===== src/rtl/uart_rx_fifo_pkg.sv =====
// uart_pkg: shared FSM states, data-bit encodings, flag/error indices and the data-bit count helper
package uart_pkg;
  typedef enum logic [2:0] {IDLE, START, DATA, PARITY, STOP, BREAK_WAIT} state_e;
  localparam logic [1:0] BITS_5 = 2'b00;
  localparam logic [1:0] BITS_6 = 2'b01;
  localparam logic [1:0] BITS_7 = 2'b10;
  localparam logic [1:0] BITS_8 = 2'b11;
  localparam int FLAG_FRAME = 0;
  localparam int FLAG_PARITY = 1;
  localparam int ERR_FRAME = 0;
  localparam int ERR_PARITY = 1;
  localparam int ERR_OVERRUN = 2;
  function automatic logic [3:0] nbits(input logic [1:0] b);
    return 4'd5 + {2'b00, b};
  endfunction
endpackage


===== src/rtl/uart_sync_fifo.sv =====
// uart_sync_fifo: synchronous FIFO (push_i/data_i in, pop_i/data_o out, full_o, empty_o, level_o; sysclk, async active-low rst)
module uart_sync_fifo #(
  parameter int WIDTH = 10,
  parameter int DEPTH = 16,
  localparam int AW = $clog2(DEPTH),
  localparam int LW = AW + 1
) (
  input  logic             sysclk,
  input  logic             rst,
  input  logic             push_i,
  input  logic [WIDTH-1:0] data_i,
  input  logic             pop_i,
  output logic [WIDTH-1:0] data_o,
  output logic             full_o,
  output logic             empty_o,
  output logic [LW-1:0]    level_o
);
  logic [WIDTH-1:0] mem_q [DEPTH];
  logic [AW-1:0] wp_q, wp_d, rp_q, rp_d;
  logic [LW-1:0] level_q, level_d;
  logic wr, rd;
  always_comb begin
    full_o = level_q == LW'(DEPTH);
    empty_o = level_q == '0;
    wr = push_i && (!full_o || pop_i);
    rd = pop_i && !empty_o;
    wp_d = wp_q + AW'(wr);
    rp_d = rp_q + AW'(rd);
    level_d = level_q + LW'(wr) - LW'(rd);
    level_o = level_q;
    data_o = empty_o ? '0 : mem_q[rp_q];
  end
  always_ff @(posedge sysclk or negedge rst) begin
    if (!rst) begin
      wp_q <= '0;
      rp_q <= '0;
      level_q <= '0;
    end else begin
      wp_q <= wp_d;
      rp_q <= rp_d;
      level_q <= level_d;
    end
  end
  always_ff @(posedge sysclk) if (wr) mem_q[wp_q] <= data_i;
endmodule


===== src/rtl/uart_rx_fifo.sv =====
// uart_rx_fifo: configurable UART receiver (5-8 bits, parity, break, timeout) feeding a receive FIFO; rx_i/cfg_* in, rx_*/level/err/break/timeout/busy out
module uart_rx_fifo import uart_pkg::*; #(
  parameter int DIV_W = 16,
  parameter int FIFO_DEPTH = 16,
  parameter int SYNC_STAGES = 2,
  parameter int IDLE_CHARS = 4,
  localparam int LW = $clog2(FIFO_DEPTH) + 1
) (
  input  logic             sysclk,
  input  logic             rst,
  input  logic             rx_i,
  input  logic             cfg_en_i,
  input  logic [DIV_W-1:0] cfg_div_i,
  input  logic [1:0]       cfg_bits_i,
  input  logic             cfg_parity_en_i,
  input  logic             cfg_parity_odd_i,
  output logic [7:0]       rx_data_o,
  output logic [1:0]       rx_flags_o,
  output logic             rx_valid_o,
  input  logic             rx_ready_i,
  output logic [LW-1:0]    level_o,
  output logic [2:0]       err_o,
  input  logic             err_clr_i,
  output logic             break_o,
  output logic             timeout_o,
  output logic             busy_o
);
  localparam int TW = DIV_W + 5 + $clog2(IDLE_CHARS);
  state_e state_q, state_d;
  logic [SYNC_STAGES-1:0] sync_q, sync_d;
  logic rx_s, rx_prev_q;
  logic [DIV_W-1:0] cnt_q, cnt_d, div_q, div_d;
  logic [1:0] bits_q, bits_d;
  logic par_en_q, par_en_d, par_odd_q, par_odd_d, par_bit_q, par_bit_d;
  logic [2:0] bit_q, bit_d;
  logic [7:0] data_q, data_d;
  logic [2:0] err_q, err_d;
  logic [TW-1:0] tmo_cnt_q, tmo_cnt_d, tmo_lim;
  logic tmo_q, tmo_d;
  logic start_det, tick, last_bit, par_err, frame_err, is_break, push, pop, full, empty, tmo_clr;
  logic [9:0] fifo_dout;
  always_comb begin
    rx_s = sync_q[SYNC_STAGES-1];
    sync_d = (sync_q << 1) | SYNC_STAGES'(rx_i);
    start_det = state_q == IDLE && cfg_en_i && rx_prev_q && !rx_s;
    tick = cnt_q == '0;
    last_bit = {1'b0, bit_q} == nbits(bits_q) - 4'd1;
    par_err = par_en_q && ((^data_q ^ par_bit_q) != par_odd_q);
    frame_err = !rx_s;
    is_break = frame_err && data_q == '0 && !(par_en_q && par_bit_q);
    pop = rx_ready_i && !empty;
  end
  always_ff @(posedge sysclk or negedge rst) begin
    if (!rst) state_q <= IDLE;
    else state_q <= state_d;
  end
  always_comb begin
    state_d = state_q;
    case (state_q)
      IDLE:       if (start_det) state_d = START;
      START:      if (tick) state_d = rx_s ? IDLE : DATA;
      DATA:       if (tick && last_bit) state_d = par_en_q ? PARITY : STOP;
      PARITY:     if (tick) state_d = STOP;
      STOP:       if (tick) state_d = is_break ? BREAK_WAIT : IDLE;
      BREAK_WAIT: if (rx_s) state_d = IDLE;
      default:    state_d = IDLE;
    endcase
    if (!cfg_en_i) state_d = IDLE;
  end
  always_comb begin
    push = state_q == STOP && tick && cfg_en_i && !is_break;
    break_o = state_q == STOP && tick && cfg_en_i && is_break;
    busy_o = state_q != IDLE;
  end
  always_comb begin
    cnt_d = start_det ? (cfg_div_i >> 1) - DIV_W'(1) : state_q == IDLE ? cnt_q : tick ? div_q - DIV_W'(1) : cnt_q - DIV_W'(1);
    div_d = start_det ? cfg_div_i : div_q;
    bits_d = start_det ? cfg_bits_i : bits_q;
    par_en_d = start_det ? cfg_parity_en_i : par_en_q;
    par_odd_d = start_det ? cfg_parity_odd_i : par_odd_q;
    par_bit_d = (state_q == PARITY && tick) ? rx_s : par_bit_q;
    bit_d = start_det ? 3'd0 : (state_q == DATA && tick) ? bit_q + 3'd1 : bit_q;
    data_d = start_det ? 8'h00 : data_q;
    if (state_q == DATA && tick) data_d[bit_q] = rx_s;
    err_d = err_clr_i ? 3'b000 : err_q;
    err_d[ERR_OVERRUN] = err_d[ERR_OVERRUN] | (push && full && !pop);
    err_d[ERR_PARITY] = err_d[ERR_PARITY] | (push && par_err);
    err_d[ERR_FRAME] = err_d[ERR_FRAME] | (push && frame_err);
    tmo_lim = TW'(IDLE_CHARS) * TW'(nbits(bits_q) + {3'b000, par_en_q} + 4'd2) * TW'(div_q);
    tmo_clr = pop || start_det || empty;
    tmo_cnt_d = tmo_clr ? '0 : (state_q == IDLE && !tmo_q) ? tmo_cnt_q + TW'(1) : tmo_cnt_q;
    tmo_d = tmo_clr ? 1'b0 : tmo_q || (state_q == IDLE && tmo_cnt_q + TW'(1) == tmo_lim);
  end
  always_ff @(posedge sysclk or negedge rst) begin
    if (!rst) begin
      sync_q <= '1;
      rx_prev_q <= 1'b1;
      cnt_q <= '0;
      div_q <= '0;
      bits_q <= '0;
      par_en_q <= 1'b0;
      par_odd_q <= 1'b0;
      par_bit_q <= 1'b0;
      bit_q <= '0;
      data_q <= '0;
      err_q <= '0;
      tmo_cnt_q <= '0;
      tmo_q <= 1'b0;
    end else begin
      sync_q <= sync_d;
      rx_prev_q <= rx_s;
      cnt_q <= cnt_d;
      div_q <= div_d;
      bits_q <= bits_d;
      par_en_q <= par_en_d;
      par_odd_q <= par_odd_d;
      par_bit_q <= par_bit_d;
      bit_q <= bit_d;
      data_q <= data_d;
      err_q <= err_d;
      tmo_cnt_q <= tmo_cnt_d;
      tmo_q <= tmo_d;
    end
  end
  uart_sync_fifo #(.WIDTH(10), .DEPTH(FIFO_DEPTH)) u_fifo (
    .sysclk  (sysclk),
    .rst     (rst),
    .push_i  (push),
    .data_i  ({par_err, frame_err, data_q}),
    .pop_i   (pop),
    .data_o  (fifo_dout),
    .full_o  (full),
    .empty_o (empty),
    .level_o (level_o)
  );
  always_comb begin
    rx_valid_o = !empty;
    rx_data_o = fifo_dout[7:0];
    rx_flags_o = {fifo_dout[8+FLAG_PARITY], fifo_dout[8+FLAG_FRAME]};
    err_o = err_q;
    timeout_o = tmo_q;
  end
endmodule

===== config.mk =====
export PLATFORM = sky130hd
export DESIGN_NAME = uart_rx_fifo
export DESIGN_NICKNAME = d
export VERILOG_FILES = /design/src/rtl/uart_rx_fifo_pkg.sv /design/src/rtl/uart_sync_fifo.sv /design/src/rtl/uart_rx_fifo.sv
export SDC_FILE = /design/constraint.sdc
export NUM_CORES = 1
export LEC_CHECK = 0
export BUFFER_PORTS_ARGS = -buffer_cell sky130_fd_sc_hd__buf_2
export CORE_ASPECT_RATIO = 0.75
export CORE_UTILIZATION = 35
export DETAILED_ROUTE_END_ITERATION = 7
export SETUP_SLACK_MARGIN = 0.15
export SLEW_MARGIN = 25
export SYNTH_ARGS = -nofsm -noshare
export SYNTH_HDL_FRONTEND = slang
export SYNTH_SLANG_ARGS = --single-unit

===== constraint.sdc =====
create_clock -name sysclk -period 13.9 [get_ports sysclk]
set_input_delay 0.695 -clock sysclk [delete_from_list [all_inputs] [get_ports sysclk]]
set_output_delay 0.695 -clock sysclk [all_outputs]
set_load 0.01 [all_outputs]

==> key figures <==
Route
  • Final WL: 32.8 mm
  • Vias: between 9,000 and 10,000
  • Via density: 5.16
  • Post-route DRC violation count: 0
  • Initial DRC Count: 573
  • TritonRoute pass-1 iters: 5
  • Wire per inst: 18.0 µm
  • Antenna Nets Post-Route: 0

Die
  • Initial Util: 35.6%
  • Die area: 41,200 µm²
  • Die width: 234 µm
  • Row Count: 63
  • Top-level port count: 48
  • Core outline area: between 30,000 and 40,000 µm²
  • Die Y: 176 µm

Clocking
  • Post-CTS Resized: 0
  • CTS Buf Count: 28
  • Clock Latency Late Sink: roughly 0.54 ns
  • Clk slew on worst S/H paths: 0.07 ns
  • H-tree lvl count: 1
  • Cell at the root of the clock tree: clkbuf_16
  • Max clock buf depth: 3
  • Clock Sinks: 254
  • TritonCTS clock tree: done
  • CTS Hold Buffers Added: 0
  • Post-CTS setup buffers: 0

Final layout
  • N_diodes: 0
  • Layout Nets: 1,395
  • Fillers: 3,746
  • Share of layout cells above drive strength 1: between 10% and 20%
  • Utilization after layout: 39.9%
  • Layout Cells excl Fill: 1,823
  • Synth-to-Final Area Change: 11.9%

Global route
  • Vias in the first global route: 9,108
  • Gr usage total: 16.2%
  • First-pass GRT wire length: 52.5 mm
  • GRT overflow: 0
  • Antenna violations before repair: 0
  • Pin count of the biggest net entering global routing: 65

Logic synthesis
  • Post-synth EDFFs: 160
  • Post-synth top flop: edfxtp_1
  • Yosys reg bits: 254
  • Sequential share of the synthesized area: 50.7%
  • Avg Inst Size Synth: 11.3 µm²
  • Mapped Nets: 1,364
  • Synth async-reset ratio: 37.0%
  • Post-Synthesis Cells: 1,250
  • Synth warn: 0
  • Post-synth cell types: 70
  • Post-Syn Area: 14,100 µm²

Power and ir drop
  • Largest vdd supply drop: 0.152 mV
  • Sw power: 1.72 mW
  • Int Power: 2.29 mW
  • Pwr Density: ~250 nW/µm²
  • Lkg Pwr: 6.10 nW
  • Sw Share: 42.9%
  • Clock Power Share: between 10% and 20%
  • Sequential share of power: 24.4%
  • Combinational Power Share: 57.0%

Worst setup path
  • Worst-path maximum fanout: 16
  • Crit end category: flip-flop
  • Critical Path AT: between 6 and 7 ns
  • R2r worst-path depth: 20
  • Reg-to-reg slack, setup: 7.70 ns
  • Worst Setup Start Kind: flip-flop
  • Crit Reg-Reg Endpoint: timeout_o
  • Critical path type: reg2reg
  • Worst r2r src: bits_q[0]
  • Required @ worst endpoint: 14.35 ns

Place
  • Gpl congestion: approximately 0.85
  • Number of buffers added on ports: between 40 and 50
  • Placed insts: 1,771
  • DP HPWL: 22.5 mm

STA
  • # setup viols final: 0
  • Final setup TNS: 0 ns
  • Crit share post-route: 44.6%
  • Max Fclk: 0.161 GHz
  • Minimum clock period: 6.20 ns
  • Worst Skew: 0.0161 ns
  • Tightest Pin Transition: 1.05 ns
  • Final Slew Violations: 0
  • Relative slew slack: 29.7%
  • Unrepaired setup endpoints after global routing: false
  • Final Hold Viols: 0

Status
  • Status: completed

Run
  • Max-cap violations: 0

Min path
  • Hold WC Path Type: in2async
## worst max-delay path by stage
stage	start	endpoint	cells after the start
final	bits_q[0]	timeout_o	20
after detailed placement	bits_q[0]	timeout_o	20
after CTS	bits_q[0]	timeout_o	20
after global placement	bits_q[0]	timeout_o	20
after floorplan	bits_q[0]	timeout_o	21
after global routing	bits_q[0]	timeout_o	20
## synthesized netlist by cell type (4+ instances only)
cell type / instances / area [µm²]
a211oi_1: 14 / 105
a21o_1: 4 / 30.0
a21oi_1: 32 / 160
a31oi_1: 15 / 93.8
and2_1: 48 / 300
and3_1: 4 / 25.0
buf_1: 8 / 30.0
clkbuf_1: 40 / 150
dfrtp_1: 91 / 2280
edfxtp_1: 160 / 4800
fa_1: 30 / 601
ha_1: 58 / 726
inv_1: 102 / 383
mux2i_1: 45 / 450
mux4_2: 20 / 450
nand2_1: 130 / 488
nand2b_1: 10 / 62.6
nand3_1: 29 / 145
nand3b_1: 5 / 37.5
nand4_1: 13 / 81.3
nor2_1: 71 / 267
nor2b_1: 16 / 100
nor3_1: 18 / 90.1
nor3b_1: 5 / 37.5
nor4_1: 7 / 43.8
o211ai_1: 7 / 52.6
o21a_1: 4 / 30.0
o21ai_0: 53 / 265
o221ai_1: 21 / 184
o22ai_1: 13 / 81.3
or3_1: 14 / 87.6
or4_1: 5 / 37.5
xnor2_1: 73 / 639
xor2_1: 25 / 219
## power by group through the flow
stage / registers [mW] / clock network (mW) / logic, mW
finish: 0.979 / 0.745 / 2.29
floorplan: 0.934 / 0 / 1.80
detailed placement: 0.992 / 0 / 2.27
CTS: 0.977 / 0.761 / 2.29
global placement: 0.989 / 0 / 2.25
global route: 0.990 / 0.787 / 2.57
## cell usage in the layout (no fill, tap or decap), types with 4 or more instances in the layout
cell / count
edfxtp_1: 160
nand2_1: 130
inv_1: 102
dfrtp_1: 89
xnor2_1: 72
nor2_1: 67
ha_1: 58
o21ai_0: 53
and2_1: 48
buf_2: 46
mux2i_1: 45
a21oi_1: 32
fa_1: 30
nand3_1: 29
clkbuf_16: 29
xor2_1: 25
o221ai_1: 21
mux4_2: 20
nor3_1: 18
nor2b_1: 16
a31oi_1: 15
or3_1: 14
a211oi_1: 14
nand4_1: 13
o22ai_1: 13
nand2b_1: 10
clkbuf_1: 10
buf_4: 9
o211ai_1: 7
nor4_1: 7
nand3b_1: 5
nor3b_1: 5
or4_1: 5
a21o_1: 4
and3_1: 4
nor2_2: 4
o21a_1: 4
## stage by stage
stage	hold slack (ns)	total power [mW]	instance area, µm²	setup slack (ns)
after CTS	0.0851	4.03	15800	7.77
after detailed placement	0.349	3.26	14900	7.79
final	0.0931	4.01	15800	7.70
after floorplan	0.345	2.73	14100	8.63
after global placement	0.345	3.24	14900	8.00
after global routing	0.113	4.34	15800	7.21
## area by class of cell
class | instances | area (µm²) | area share, %
Inverter | 104 | 390 | 2.47
Clock inverter | 12 | 146 | 0.925
Clock buffer | 40 | 777 | 4.91
Sequential cell | 254 | 7170 | 45.3
Timing Repair Buffer | 56 | 309 | 1.95
Multi-Input combinational cell | 837 | 6380 | 40.3
Tap cell | 520 | 651 | 4.11
## worst max-delay path, cell delays in order (launching register included)
cell	delay, ns
dfrtp_1	0.39
inv_1	0.10
ha_1	0.30
inv_1	0.04
ha_1	0.19
xor2_1	0.76
nand2_1	0.18
fa_1	0.56
inv_1	0.04
ha_1	0.26
inv_1	0.05
fa_1	0.53
fa_1	0.46
nand2b_1	0.18
a211oi_1	0.28
o21ai_0	0.29
o21ai_0	0.46
a2111oi_0	0.20
a311o_1	0.36
or4_1	0.40
o21ai_0	0.08
## cell families (layout without fill, tap and decap cells)
group,Yosys count,count (layout),synth area share (%)
DFF,254,254,50.7
and+or+nand+nor,399,399,14.6
muxes,65,65,6.37
xor gates and xnor gates,98,98,6.07
adders and majority gates,88,88,9.38
buffers and inverters,159,212,4.38
AOI/OAI and AO/OA,187,187,8.56
## registers in the layout, summed over array words and instances, names as in the netlist, 3 cells and up
signal,count
u_fifo.mem_q,160
err_o,3
bit_q,3
div_q,16
u_fifo.wp_q,4
u_fifo.rp_q,4
tmo_cnt_q,23
cnt_q,16
state_q,3
data_q,8
u_fifo.level_o,5
## per-layer routing
layer / global-route usage (%) / wire (µm) / up-vias
met5: 0 / 0 / -
met4: 3.14 / 514 / 0
met3: 2.10 / 1490 / 32
met2: 23.6 / 14000 / 227
met1: 25.4 / 16800 / 4613
li1: - / - / 4528
Note: power is estimated with default switching activity, not from simulation.
